[config.mk]
export PLATFORM = sky130hd
export DESIGN_NAME = mem_arbiter
export DESIGN_NICKNAME = d
export VERILOG_FILES = /design/src/rtl/mem_arbiter.sv
export SDC_FILE = /design/constraint.sdc
export NUM_CORES = 1
export LEC_CHECK = 0
export BUFFER_PORTS_ARGS = -buffer_cell sky130_fd_sc_hd__buf_2
export CAP_MARGIN = 30
export CORE_AREA = 2 2 107 109
export CTS_CLUSTER_SIZE = 24
export DETAILED_ROUTE_END_ITERATION = 8
export DIE_AREA = 0 0 109 111
export PLACE_DENSITY_LB_ADDON = 0.25
export SYNTH_ARGS = -nofsm -noshare
export SYNTH_HDL_FRONTEND = slang
export SYNTH_SLANG_ARGS = --single-unit
[constraint.sdc]
create_clock -name clk -period 1.7 [get_ports clk]
set_clock_uncertainty 0.15 [all_clocks]
set_input_delay 0.34 -clock clk [delete_from_list [all_inputs] [get_ports clk]]
set_output_delay 0.34 -clock clk [all_outputs]
set_load 0.1 [all_outputs]
[src/rtl/mem_arbiter.sv]
// mem_arbiter: two-requester (IFU fetch, LSU load/store) arbiter in front of a
// single memory port, with at most one transaction outstanding.
//
// Ports
//   clk, rst                      clock, synchronous active-high reset
//   ifu_req_*  / ifu_resp_*       fetch request (read-only) and response
//   lsu_req_*  / lsu_resp_*       load/store request and response
//   mem_req_valid/ready, mem_addr, mem_wen, mem_wdata, mem_wmask
//                                 shared memory request channel
//   mem_resp_valid, mem_rdata     shared memory response channel
//
// Configuration
//   MEM_ARBITER_ROUND_ROBIN_EN    defined: ties alternate against last_grant
//                                 undefined: fixed priority, LSU wins ties
//
// Responses are delivered in the same cycle mem_resp_valid arrives, and a
// wait counter forces an error response after TIMEOUT_CYC silent WAIT cycles.

module mem_arbiter #(
    parameter int unsigned ADDR_W      = 32,
    parameter int unsigned DATA_W      = 32,
    parameter int unsigned TIMEOUT_CYC = 255
) (
    input  logic                clk,
    input  logic                rst,

    input  logic                ifu_req_valid,
    output logic                ifu_req_ready,
    input  logic [ADDR_W-1:0]   ifu_req_addr,
    output logic                ifu_resp_valid,
    output logic [DATA_W-1:0]   ifu_resp_rdata,
    output logic                ifu_resp_err,

    input  logic                lsu_req_valid,
    output logic                lsu_req_ready,
    input  logic [ADDR_W-1:0]   lsu_req_addr,
    input  logic                lsu_req_wen,
    input  logic [DATA_W-1:0]   lsu_req_wdata,
    input  logic [DATA_W/8-1:0] lsu_req_wmask,
    output logic                lsu_resp_valid,
    output logic [DATA_W-1:0]   lsu_resp_rdata,
    output logic                lsu_resp_err,

    output logic                mem_req_valid,
    input  logic                mem_req_ready,
    output logic [ADDR_W-1:0]   mem_addr,
    output logic                mem_wen,
    output logic [DATA_W-1:0]   mem_wdata,
    output logic [DATA_W/8-1:0] mem_wmask,
    input  logic                mem_resp_valid,
    input  logic [DATA_W-1:0]   mem_rdata
);

    localparam int unsigned MASK_W = DATA_W / 8;
    localparam int unsigned CNT_W  = 8;
    // The wait counter is 8 bits wide; TIMEOUT_CYC is taken modulo 256.
    localparam logic [CNT_W-1:0] TIMEOUT_VAL = CNT_W'(TIMEOUT_CYC);

`ifdef MEM_ARBITER_ROUND_ROBIN_EN
    localparam bit RR_EN = 1'b1;
`else
    localparam bit RR_EN = 1'b0;
`endif

    typedef enum logic [1:0] {
        ST_IDLE  = 2'd0,
        ST_ISSUE = 2'd1,
        ST_WAIT  = 2'd2
    } state_t;

    typedef enum logic {
        OWN_IFU = 1'b0,
        OWN_LSU = 1'b1
    } owner_t;

    typedef struct packed {
        logic [ADDR_W-1:0] addr;
        logic              wen;
        logic [DATA_W-1:0] wdata;
        logic [MASK_W-1:0] wmask;
    } mem_req_t;

    state_t           state;
    state_t           state_nxt;
    owner_t           owner;
    owner_t           last_grant;
    logic [CNT_W-1:0] wait_cnt;
    mem_req_t         req_q;
    mem_req_t         req_d;

    logic tie_lsu;
    logic grant_lsu;
    logic accept;
    logic resp_fire;

    // Tie-break: round-robin flips against the last owner, fixed favours LSU.
    assign tie_lsu   = RR_EN ? (last_grant == OWN_IFU) : 1'b1;
    assign grant_lsu = lsu_req_valid && (!ifu_req_valid || tie_lsu);
    assign accept    = (state == ST_IDLE) && (ifu_req_valid || lsu_req_valid);
    // A real response beats a timeout landing in the same cycle.
    assign resp_fire = (state == ST_WAIT) && (mem_resp_valid || (wait_cnt == TIMEOUT_VAL));

    // Request payload captured on a handshake; fetches never write.
    always_comb begin
        req_d      = '0;
        req_d.addr = ifu_req_addr;
        if (grant_lsu) begin
            req_d.addr  = lsu_req_addr;
            req_d.wen   = lsu_req_wen;
            req_d.wdata = lsu_req_wdata;
            req_d.wmask = lsu_req_wmask;
        end
    end

    // State register.
    always_ff @(posedge clk) begin
        if (rst) begin
            state <= ST_IDLE;
        end else begin
            state <= state_nxt;
        end
    end

    // Next-state logic.
    always_comb begin
        state_nxt = state;
        case (state)
            ST_IDLE:  if (accept)        state_nxt = ST_ISSUE;
            ST_ISSUE: if (mem_req_ready) state_nxt = ST_WAIT;
            ST_WAIT:  if (resp_fire)     state_nxt = ST_IDLE;
            default:                     state_nxt = ST_IDLE;
        endcase
    end

    // Latched request, owner, grant history and WAIT cycle counter.
    always_ff @(posedge clk) begin
        if (rst) begin
            req_q      <= '0;
            owner      <= OWN_IFU;
            last_grant <= OWN_IFU;
            wait_cnt   <= '0;
        end else begin
            if (accept) begin
                req_q      <= req_d;
                owner      <= grant_lsu ? OWN_LSU : OWN_IFU;
                last_grant <= grant_lsu ? OWN_LSU : OWN_IFU;
            end
            if ((state == ST_ISSUE) && mem_req_ready) begin
                wait_cnt <= '0;
            end else if ((state == ST_WAIT) && !mem_resp_valid && (wait_cnt != TIMEOUT_VAL)) begin
                wait_cnt <= wait_cnt + CNT_W'(1);
            end
        end
    end

    assign mem_addr  = req_q.addr;
    assign mem_wen   = req_q.wen;
    assign mem_wdata = req_q.wdata;
    assign mem_wmask = req_q.wmask;

    // Handshake and response outputs; everything is held low while rst is high.
    always_comb begin
        ifu_req_ready  = 1'b0;
        lsu_req_ready  = 1'b0;
        mem_req_valid  = 1'b0;
        ifu_resp_valid = 1'b0;
        ifu_resp_rdata = '0;
        ifu_resp_err   = 1'b0;
        lsu_resp_valid = 1'b0;
        lsu_resp_rdata = '0;
        lsu_resp_err   = 1'b0;
        if (!rst) begin
            case (state)
                ST_IDLE: begin
                    ifu_req_ready = ifu_req_valid && !grant_lsu;
                    lsu_req_ready = grant_lsu;
                end
                ST_ISSUE: begin
                    mem_req_valid = 1'b1;
                end
                ST_WAIT: begin
                    if (resp_fire) begin
                        if (owner == OWN_LSU) begin
                            lsu_resp_valid = 1'b1;
                            lsu_resp_rdata = mem_resp_valid ? mem_rdata : '0;
                            lsu_resp_err   = !mem_resp_valid;
                        end else begin
                            ifu_resp_valid = 1'b1;
                            ifu_resp_rdata = mem_resp_valid ? mem_rdata : '0;
                            ifu_resp_err   = !mem_resp_valid;
                        end
                    end
                end
                default: begin
                end
            endcase
        end
    end

endmodule

[Word level (Yosys, flattened, before mapping)]
Cells that the tools add are included.
Storage, ports and cells
  memories kept: 0
  bits in read-only memories: 0
  memory bits (writable): 0
  register bits: 80
  output and inout bits: 140
  bits in latches: 0
  bits of input ports: 139
Operators by class
  shifts and indexed selects: 0
  multiply operators: 0
  mux-type cells: 37
  order comparisons: 0
  divide/modulo/power cells: 0
  bitwise logic cells: 0
  eq/ne operators: 7
  reductions and logical operators: 13
  $add $sub $neg: 1
Operators by type and width (number)
  two-way mux 32 bit: 9
  two-way mux 69 bit: 1
  two-way mux 1 bit: 23
  adder 8 x 1 -> 8 bit (second input constant): 1
  equality test 8 bit (second input constant): 1
  != test 8 bit (second input constant): 1
  logical AND 1 bit: 6
  two-way mux 2 bit: 3
  != test 2 bit (second input constant): 3
  case mux 2 bit (3 select lines): 1
  AND reduction 3 bit: 1
  equality test 2 x 1 -> 1 bit (second input constant): 1
  equality test 2 bit (second input constant): 1
  zero test 1 bit: 2
  zero test 2 bit: 1
  logical OR 1 bit: 2
  OR reduction 2 bit: 1

[Depth between registers and ports, before layout]
Gate-level depths: netlist (run 1).
  depth in word-level cells: 6
  gate-level depth with buffers: 6
  mapped depth without buffers: 4

[Least setup slack after synthesis (run 1)]
No wires, ideal clock.
  path kind: reg2out
  start: register wait_cnt[0]
  end: output port ifu_resp_err
  slack: -2.833 ns
  data required time: 1.210 ns
  cell stages (with the launch flop): 6
  data arrival time: 4.043 ns
  cell sequence: dfxtp_1 > ha_1 > and4_1 > buf_2 > nand2_1 > nor4b_1
Between the ends
  longest elaborated chain between the ends: 6
RTL lines
  start, declared: RTL line 87  | logic [CNT_W-1:0] wait_cnt;
  start signal, assigned: RTL line 151  | wait_cnt <= wait_cnt + CNT_W'(1);
  equality test 8 bit: RTL line 101  | assign resp_fire = (state == ST_WAIT) && (mem_resp_valid || (wait_cnt == TIMEOUT_VAL));
  logical OR 1 bit: RTL line 101
  logical AND 1 bit: RTL line 101
  two-way mux 1 bit: RTL line 182  | if (resp_fire) begin
  two-way mux 1 bit: RTL line 173  | case (state)
  two-way mux 1 bit: RTL line 172  | if (!rst) begin
  end, declared: RTL line 32  | output logic ifu_resp_err,
Every way passes these cells.

[Worst setup path in the final report (run 1)]
  start: register state[1]
  end: output port lsu_resp_rdata[15]
Between the ends
  longest elaborated chain between the ends: 5
RTL lines
  start, declared: RTL line 83  | state_t state;
  start signal, assigned: RTL line 120  | state <= state_nxt;
  equality test 2 bit *: RTL line 101, 173
  logical AND 1 bit: RTL line 101
  two-way mux 32 bit: RTL line 182
  two-way mux 32 bit *: RTL line 173
  two-way mux 32 bit *: RTL line 172
  end, declared: RTL line 41  | output logic [DATA_W-1:0] lsu_resp_rdata,
Mark *: on every way between the ends. The rest lies on a longest branch, timed or not.

==> results of run 1 <==
worst min-delay path: cells and delay by family:
family	cells	cell delay, ns
compound gates	1	0.05
simple gates	1	0.04
buf+inv	1	0.09
registers in the layout, indices dropped and copies added, names as in the netlist:
signal / count
mem_wmask: 4
mem_wdata: 32
mem_wen: 1
state: 2
mem_addr: 32
owner: 1
wait_cnt: 8
per-layer routing:
metal  vias to the layer above  wire length, um  GRT usage [%]
met4                         0              373           9.40
met1                      2245             5540           26.8
met3                        34             1290           6.47
met2                       216             8380           48.4
li1                       2347                -              -
met5                         -                0              0
how the worst min path moves through the flow:
stage | startpoint | to | cells after the start
after floorplan | lsu_req_wdata[0] | mem_wdata[0]$_SDFFE_PP0P_ | 2
after global placement | mem_wdata[17]$_SDFFE_PP0P_ | mem_wdata[17]$_SDFFE_PP0P_ | 2
after detailed placement | mem_wdata[20]$_SDFFE_PP0P_ | mem_wdata[20]$_SDFFE_PP0P_ | 2
after CTS | lsu_req_wdata[21] | mem_wdata[21]$_SDFFE_PP0P_ | 3
after global routing | lsu_req_wdata[15] | mem_wdata[15]$_SDFFE_PP0P_ | 3
final | lsu_req_wdata[21] | mem_wdata[21]$_SDFFE_PP0P_ | 3
power breakdown:
part / total (mW) / switching (mW) / internal [mW] / leakage, nW
logic: 2.46 / 1.79 / 0.668 / 2.67
clock network: 1.93 / 0.759 / 1.18 / 0.146
registers: 2.12 / 0.0839 / 2.03 / 0.661
stage by stage:
step / hold WS (ns) / worst slack [ns] / power (mW) / std cells
after global placement: 0.313 / -0.175 / 4.38 / 904
after CTS: 0.0845 / -0.446 / 6.52 / 942
final: 0.0903 / -0.441 / 6.51 / 947
after global routing: 0.0941 / -0.493 / 6.72 / 947
after floorplan: 0.326 / -0.721 / 3.91 / 495
after detailed placement: 0.319 / -0.205 / 4.42 / 904
logic make-up (layout without fill, tap and decap cells):
group / count (synthesis) / count (layout) / share of synthesized area, %
adder cells (fa/ha/maj): 1 / 1 / 0.320
AND/OR/NAND/NOR: 178 / 178 / 21.3
AO/OA/AOI/OAI: 152 / 152 / 22.1
multiplexers: 34 / 34 / 8.69
other: 0 / 1 / 0
flip-flops: 80 / 80 / 40.9
buffers and inverters: 50 / 358 / 6.71
Yosys cell counts, drive strengths merged (2+ instances only):
| master | number | area (um2) |
|---|---|---|
| nor2 | 67 | 269 |
| nand3b | 3 | 22.5 |
| and4bb | 2 | 25.0 |
| nand3 | 5 | 25.0 |
| nor2b | 2 | 12.5 |
| nor4 | 2 | 12.5 |
| or2 | 2 | 12.5 |
| mux2i | 34 | 340 |
| and4b | 4 | 40.0 |
| inv | 2 | 7.50 |
| o21ai | 38 | 190 |
| a31oi | 3 | 18.8 |
| nor3b | 6 | 56.3 |
| dfxtp | 80 | 1600 |
| nand2 | 73 | 274 |
| nor3 | 4 | 20.0 |
| clkbuf | 17 | 65.1 |
| a211oi | 32 | 240 |
| nor4b | 2 | 17.5 |
| and3 | 2 | 12.5 |
| a21oi | 72 | 360 |
| buf | 31 | 190 |
| and4 | 2 | 17.5 |
repair_timing:
action,in CTS,in global routing
resized for setup,29,14
setup endpoints to repair,109,103
buffers inserted,14,8
gates cloned,10,0
pin swaps,15,10
final cells by class:
class / instances / share of cell area, %
repair buffers: 340 / 40.6
multi-input cells: 365 / 33.4
flip-flops and latches: 80 / 20.0
clock buffers: 11 / 3.01
well taps: 143 / 2.22
clock inverters: 5 / 0.698
inverters: 2 / 0.0931
diodes: 1 / 0.0310
==> impl_metrics.tcl, run 1 <==
set metrics [dict create \
    status "finished, violations left" \
    violations "setup timing" \
    post-route-period-util_pct 126 \
    start_util_pct 35.3 \
    final_cell_mix "buf_2, buf_12, dfxtp_1" \
    io_pins 279 \
    finalHoldViolCount 0 \
    setup_slack_ns -0.441 \
    fillCellCount 788 \
    ys_ff_latch 80 \
    cts_num_sinks 80 \
    drive_gt1_share_pct 55.5 \
    first_pass_iters 4 \
    track_usage_pct 25.7 \
    ys_types 42 \
    clockBufferDepth 2 \
    tightest_slew_ns 0.640 \
    ff2ff_setup_slack_ns 0.06 \
    worstReg2RegStart "state[1]$_SDFFE_PP0P_" \
    io_buffers 278 \
    min_period_ns 2.14 \
    worst-path-max-fanout 6 \
    grt_pass1_vias 4859 \
    path_depth 6 \
    path_common_cell "buf_12" \
    clock.fmax_mhz 467 \
    cts_hold_buf 0 \
    viasPerCell 5.11 \
    htreeDepth 3 \
    avgRoutedWirePerCell_um 16.5 \
    relSlewSlack_pct 57.3 \
    synth_edf_count 0 \
    place.gp.congestion 0.814 \
    antenna_found_initial 1 \
    die-area_um2 12100 \
    p_leak_nw 3.48 \
    fin_util_pct 72.8 \
    critPathArrivalTime_ns 1.65 \
    vdd.ir_drop.worst_uv 648 \
    ant_nets 0 \
    synth.avg_cell_area_um2 7.91 \
    stdcell_area_um2 8070 \
    yosys_most_used_dff "dfxtp_1" \
    grt_start_max_net_pins 62 \
    crit_path_start "state[1]$_SDFFE_PP0P_" \
    path_class "flop to output port" \
    ff2ff_path_depth 6 \
    synthArstFlopShare_pct 0 \
    cp_num_buf_inv 3 \
    drtIter0Drc 268 \
    core.rowCount 39 \
    max_stage_delay_ns 0.35 \
    num_vias 4842 \
    ys_warn_count 0 \
    place_area_um2 7280 \
    critical_path.cell_chain "nor2b_4 -> nand3_4 -> buf_12 -> buf_16 -> nor2_4 -> buf_12" \
    cp-end-kind "output port" \
    final_nets 938 \
    setup_viol 71 \
    syn_area_um2 3920 \
    crit_slowest_cell "dfxtp_4" \
    finalSetupTns_ns -25.19 \
    endpoint "lsu_resp_rdata[15]" \
    drv_cap 0 \
    die_w_um 109 \
    clock_latency_ns 0.33 \
    dpl.hpwl_um 11000 \
    rsz0062_at_grt "true" \
    cp_top_family "buffers and inverters" \
    core_area_um2 11100 \
    synth_nets 635 \
    drc_errors 0 \
    regArea_um2 1610 \
    final_common_cell "buf_2" \
    yosysSeqAreaShare_pct 40.9 \
    hold_class "input pin to flop" \
    maxSlewViolCount 0 \
    grt_pass1_wl_um 24700 \
    routed_wl_um 15600 \
    cts-root-buf "clkbuf_16" \
    multiInputGateArea_um2 2690 \
    cts_tree "built" \
    syn_inst 495 \
    clkTransAtPathRegs_ns 0.06 \
    worstReg2RegEnd "mem_wmask[3]$_SDFFE_PP0P_" \
    overflow 0 \
    cts_buffers 9 \
    die-height_um 111 \
    cp.required_ns 1.21 \
    p_per_area_nw_per_um2 807 \
    area_delta_synth_final_pct 106 \
    start_kind "flop" \
]
Power figures use the tool's default switching activity.
==> run 2: changes to the inputs <==
SKIP_CTS_REPAIR_TIMING = 1   (was not set)
==> impl_metrics.tcl, run 2 (synthesized netlist as in run 1, its figures left out) <==
set metrics [dict create \
    dpl.hpwl_um 11000 \
    io_pins 279 \
    min_period_ns 2.16 \
    setup_slack_ns -0.459 \
    hold_class "input pin to flop" \
    cts-root-buf "clkbuf_16" \
    maxSlewViolCount 0 \
    power_mw 6.66 \
    io_buffers 278 \
    htreeDepth 3 \
    grt_start_max_net_pins 62 \
    cts_tree "built" \
    regArea_um2 1610 \
    status "finished, violations left" \
    drc_errors 0 \
    clockBufferDepth 2 \
    core.rowCount 39 \
    p_clk_share_pct 29.1 \
    start_kind "flop" \
    finalHoldViolCount 0 \
    ant_nets 0 \
    p_leak_nw 3.49 \
    cts_buffers 9 \
    critPathArrivalTime_ns 1.67 \
    first_pass_iters 4 \
    grt_pass1_vias 4621 \
    overflow 0 \
    drv_cap 0 \
    cp-end-kind "output port" \
    area_delta_synth_final_pct 110 \
    relSlewSlack_pct 47.5 \
    drtIter0Drc 258 \
    final_common_cell "buf_2" \
    die-area_um2 12100 \
    antenna_found_initial 0 \
    swShare_pct 41.1 \
    final_cell_mix "buf_2, buf_12, dfxtp_1" \
    violations "setup timing" \
    power.switching_mw 2.74 \
    die_w_um 109 \
    p_per_area_nw_per_um2 810 \
    seqPwrFrac_pct 31.9 \
    start_util_pct 35.3 \
    clkTransAtPathRegs_ns 0.06 \
    routed_wl_um 15700 \
    core_area_um2 11100 \
    path_class "flop to output port" \
    ff2ff_setup_slack_ns -0.07 \
    stdcell_area_um2 8230 \
    final_nets 936 \
    finalSetupTns_ns -29.59 \
    p_comb_share_pct 39.0 \
    place_area_um2 7280 \
    worst-path-max-fanout 8 \
    intPower_mw 3.93 \
    clock.fmax_mhz 463 \
    holdWs_ns 0.0911 \
    num_vias 4825 \
    track_usage_pct 22.9 \
    drive_gt1_share_pct 61.8 \
    clock_latency_ns 0.33 \
    cp.required_ns 1.21 \
    grt_pass1_wl_um 22400 \
    rsz0062_at_grt "true" \
    setup_viol 102 \
    vdd.ir_drop.worst_uv 683 \
    viasPerCell 5.11 \
    fillCellCount 756 \
    avgRoutedWirePerCell_um 16.7 \
    die-height_um 111 \
    multiInputGateArea_um2 2910 \
    post-route-period-util_pct 127 \
    cts_num_sinks 80 \
    tightest_slew_ns 0.787 \
    fin_util_pct 74.3 \
    place.gp.congestion 0.814 \
    num_antenna_cells 0 \
]
-- run 2: cell count changes in the layout (fill, tap and decap cells not counted), moves of 2 or more --
cell and delta:
buf_12 +2, o21ai_1 -24, o21ai_2 +24, clkbuf_16 +6, a211oi_2 +30, buf_16 -7
a211oi_1 -30
-- run 2: layout make-up --
type                    instances  area share, %
clock buffers                  11           2.95
clock inverters                 5          0.684
inverters                       2         0.0912
multi-input cells             365           35.4
flip-flops and latches         80           19.6
well taps                     143           2.17
repair buffers                338           39.1
-- run 2: stage by stage --
| stage | std cells | setup WS, ns |
|---|---|---|
| CTS | 920 | -0.559 |
| global placement | 904 | -0.175 |
| global route | 944 | -0.521 |
| detailed placement | 904 | -0.205 |
| finish | 944 | -0.459 |
| floorplan | 495 | -0.721 |
-- run 2: worst max-delay path: stages, from the launching register on --
cell and delay (ns):
dfxtp_4 0.38, nor2b_4 0.16, nand3b_1 0.15, buf_6 0.18, clkbuf_16 0.18, nor2_4 0.11, buf_12 0.18
-- run 2: power by group through the flow --
stage	registers, mW	clock network (mW)	logic [mW]
after floorplan	3.21	0	0.704
after global routing	2.14	2.02	2.71
after CTS	2.12	1.95	2.27
after detailed placement	2.16	0	2.27
final	2.13	1.94	2.60
after global placement	2.15	0	2.23
-- run 2: path summary, 6_finish.rpt --
| path | start | end | cells past startpoint |
|---|---|---|---|
| worst max-delay path | state[1]$_SDFFE_PP0P_ | ifu_resp_rdata[23] | 6 |
| worst min-delay path | lsu_req_wdata[26] | mem_wdata[26]$_SDFFE_PP0P_ | 3 |
| worst max register to register | state[1]$_SDFFE_PP0P_ | mem_addr[5]$_SDFFE_PP0P_ | 8 |
| worst min register to register | mem_wdata[20]$_SDFFE_PP0P_ | mem_wdata[20]$_SDFFE_PP0P_ | 2 |
-- run 2: per-layer routing --
metal  vias to the layer above  track usage (%)  wire, um
met3                        35             6.06      1310
met2                       212             42.1      8370
met4                         0             8.72       405
met1                      2238             24.5      5650
li1                       2340                -         -
met5                         -                0         0
==> run 3: changes to the inputs <==
ABC_AREA = 1   (was not set)
CORE_AREA = 2 2 108 110   (was 2 2 107 109)
DIE_AREA = 0 0 110 112   (was 0 0 109 111)
clock period = 2.7 ns   (was 1.7 ns; I/O delays follow)
==> impl_metrics.tcl, run 3 <==
set metrics [dict create \
    drtIter0Drc 277 \
    tightest_slew_ns 0.699 \
    drive_gt1_share_pct 43.9 \
    grt_start_max_net_pins 72 \
    p_leak_nw 3.42 \
    cts_buffers 9 \
    critPathArrivalTime_ns 1.92 \
    syn_area_um2 3820 \
    core_area_um2 11200 \
    worst-path-max-fanout 8 \
    clkTransAtPathRegs_ns 0.06 \
    cp.required_ns 2.01 \
    clock.fmax_mhz 383 \
    cts-root-buf "clkbuf_16" \
    relSlewSlack_pct 53.4 \
    ys_ff_latch 80 \
    synth_edf_count 0 \
    final_cell_mix "nand2_1, buf_2, nor2_1" \
    area_delta_synth_final_pct 82.6 \
    ant_nets 0 \
    first_pass_iters 4 \
    setup_viol 0 \
    yosys_most_used_dff "dfxtp_1" \
    die-height_um 112 \
    hold_class "input pin to flop" \
    overflow 0 \
    drc_errors 0 \
    die-area_um2 12300 \
    antenna_found_initial 2 \
    cp-end-kind "output port" \
    yosysTopAreaCell "dfxtp_1" \
    syn_inst 611 \
    setup_slack_ns 0.0919 \
    place_area_um2 6390 \
    rsz0062_at_grt "true" \
    synth.avg_cell_area_um2 6.26 \
    synth.top_cell.area_share_pct 41.9 \
    final_nets 1016 \
    core.rowCount 39 \
    min_period_ns 2.61 \
    clockBufferDepth 2 \
    synth_nets 751 \
    dp_worst_setup_slack_ns 0.148 \
    yosysSeqAreaShare_pct 41.9 \
    avgRoutedWirePerCell_um 13.0 \
    grt_pass1_wl_um 20000 \
    path_class "flop to output port" \
    htreeDepth 3 \
    ys_types 26 \
    netlist_top_cells_count "nand2_1, nor2_1, dfxtp_1" \
    cts_num_sinks 80 \
    clock_latency_ns 0.33 \
    io_buffers 278 \
    synthTopCellsByArea "dfxtp_1, nand2_1, nor2_1" \
    num_vias 4689 \
    start_kind "flop" \
    status "finished, final reports clean" \
    max_stage_delay_ns 0.37 \
    track_usage_pct 20.5 \
    synthArstFlopShare_pct 0 \
    ys_warn_count 0 \
    maxSlewViolCount 0 \
    viasPerCell 4.57 \
    dpl.hpwl_um 10100 \
    cts_tree "built" \
    start_util_pct 34.2 \
    die_w_um 110 \
    drv_cap 0 \
    stdcell_area_um2 6980 \
    final_common_cell "nand2_1" \
    post-synth-top-count-cell "nand2_1" \
    place.gp.congestion 0.810 \
    routed_wl_um 13300 \
    p_per_area_nw_per_um2 559 \
    vdd.ir_drop.worst_uv 452 \
    finalHoldViolCount 0 \
    io_pins 279 \
    post-route-period-util_pct 96.6 \
    crit_slowest_cell "dfxtp_4" \
    critical_path.cell_chain "ha_4 -> inv_1 -> nor2_2 -> nand2_2 -> nand2_4 -> nand3_4 -> buf_12 -> nor2_2 -> buf_12" \
    grt_pass1_vias 4248 \
]
[run 3: changes by cell type in the layout (fill, tap and decap cells not counted), moves of 30 or more]
cell,previous run,this run
a211oi_2,30,0
a21oi_1,72,6
mux2i_1,34,0
nand2_1,71,228
nand3_1,4,42
nor2_1,0,81
nor2_2,0,57
nor2_4,67,7
o21ai_0,1,34
[run 3: kinds of logic (layout without fill, tap and decap cells)]
kind of cell | Yosys count | after routing | share of synthesized area (%)
compound gates | 43 | 43 | 6.05
xor+xnor | 3 | 3 | 0.687
fa+ha+maj | 1 | 1 | 0.327
buf+inv | 57 | 327 | 6.68
flops | 80 | 80 | 41.9
other cells | 0 | 2 | 0
simple gates | 427 | 427 | 44.4
[run 3: final timing paths]
| check | startpoint | to | slack [ns] | cells after the start |
|---|---|---|---|---|
| worst max-delay path | wait_cnt[0]$_SDFFE_PP0P_ | lsu_resp_rdata[17] | 0.09 | 9 |
| worst min register to register | mem_wdata[17]$_SDFFE_PP0P_ | mem_wdata[17]$_SDFFE_PP0P_ | 0.31 | 2 |
| worst min-delay path | lsu_req_wdata[31] | mem_wdata[31]$_SDFFE_PP0P_ | 0.25 | 3 |
| worst max register to register | wait_cnt[0]$_SDFFE_PP0P_ | wait_cnt[7]$_SDFFE_PP0P_ | 1.02 | 9 |
[run 3: worst max-delay path, delay by kind of cell, from the launching register on]
| family | cells | cell delay [ns] |
|---|---|---|
| flip-flops | 1 | 0.37 |
| buffers and inverters | 3 | 0.45 |
| AND/OR/NAND/NOR | 5 | 0.60 |
| adder cells (fa/ha/maj) | 1 | 0.15 |
[run 3: layout make-up]
cell class | instances | area (um2)
well taps | 143 | 179
flip-flops and latches | 80 | 1610
clock buffers | 11 | 243
multi-input cells | 474 | 2200
repair buffers | 292 | 2590
fillers | 1046 | 4190
clock inverters | 5 | 80.1
inverters | 19 | 71.3
diodes | 2 | 5.00
[run 3: metrics by stage]
stage               hold WS [ns]  setup TNS (ns)  std cells  power (mW)  util, %
finish                     0.252               0       1026        3.90     62.5
global placement           0.299               0       1006        2.61     57.1
global route               0.238          -0.220       1026        4.07     62.5
detailed placement         0.304               0       1006        2.62     57.1
floorplan                  0.322          -26.48        611        2.33        -
CTS                        0.237           -7.82       1022        3.93     60.0
[run 3: layer usage]
layer  track usage (%)  vias to the layer above  part of all wire (%)
li1                  -                     2429                     -
met3              5.91                       19                   8.7
met5                 0                        -                     0
met1              22.2                     2052                    38
met2              37.3                      189                    52
met4              7.00                        0                   1.7
[run 3: report_power, final]
group | switching [mW] | internal, mW | leakage (nW) | total [mW]
registers | 0.0463 | 1.28 | 0.660 | 1.33
clock network | 0.463 | 0.833 | 0.152 | 1.30
logic | 1.03 | 0.245 | 2.61 | 1.28
total | 1.54 | 2.36 | 3.42 | 3.90
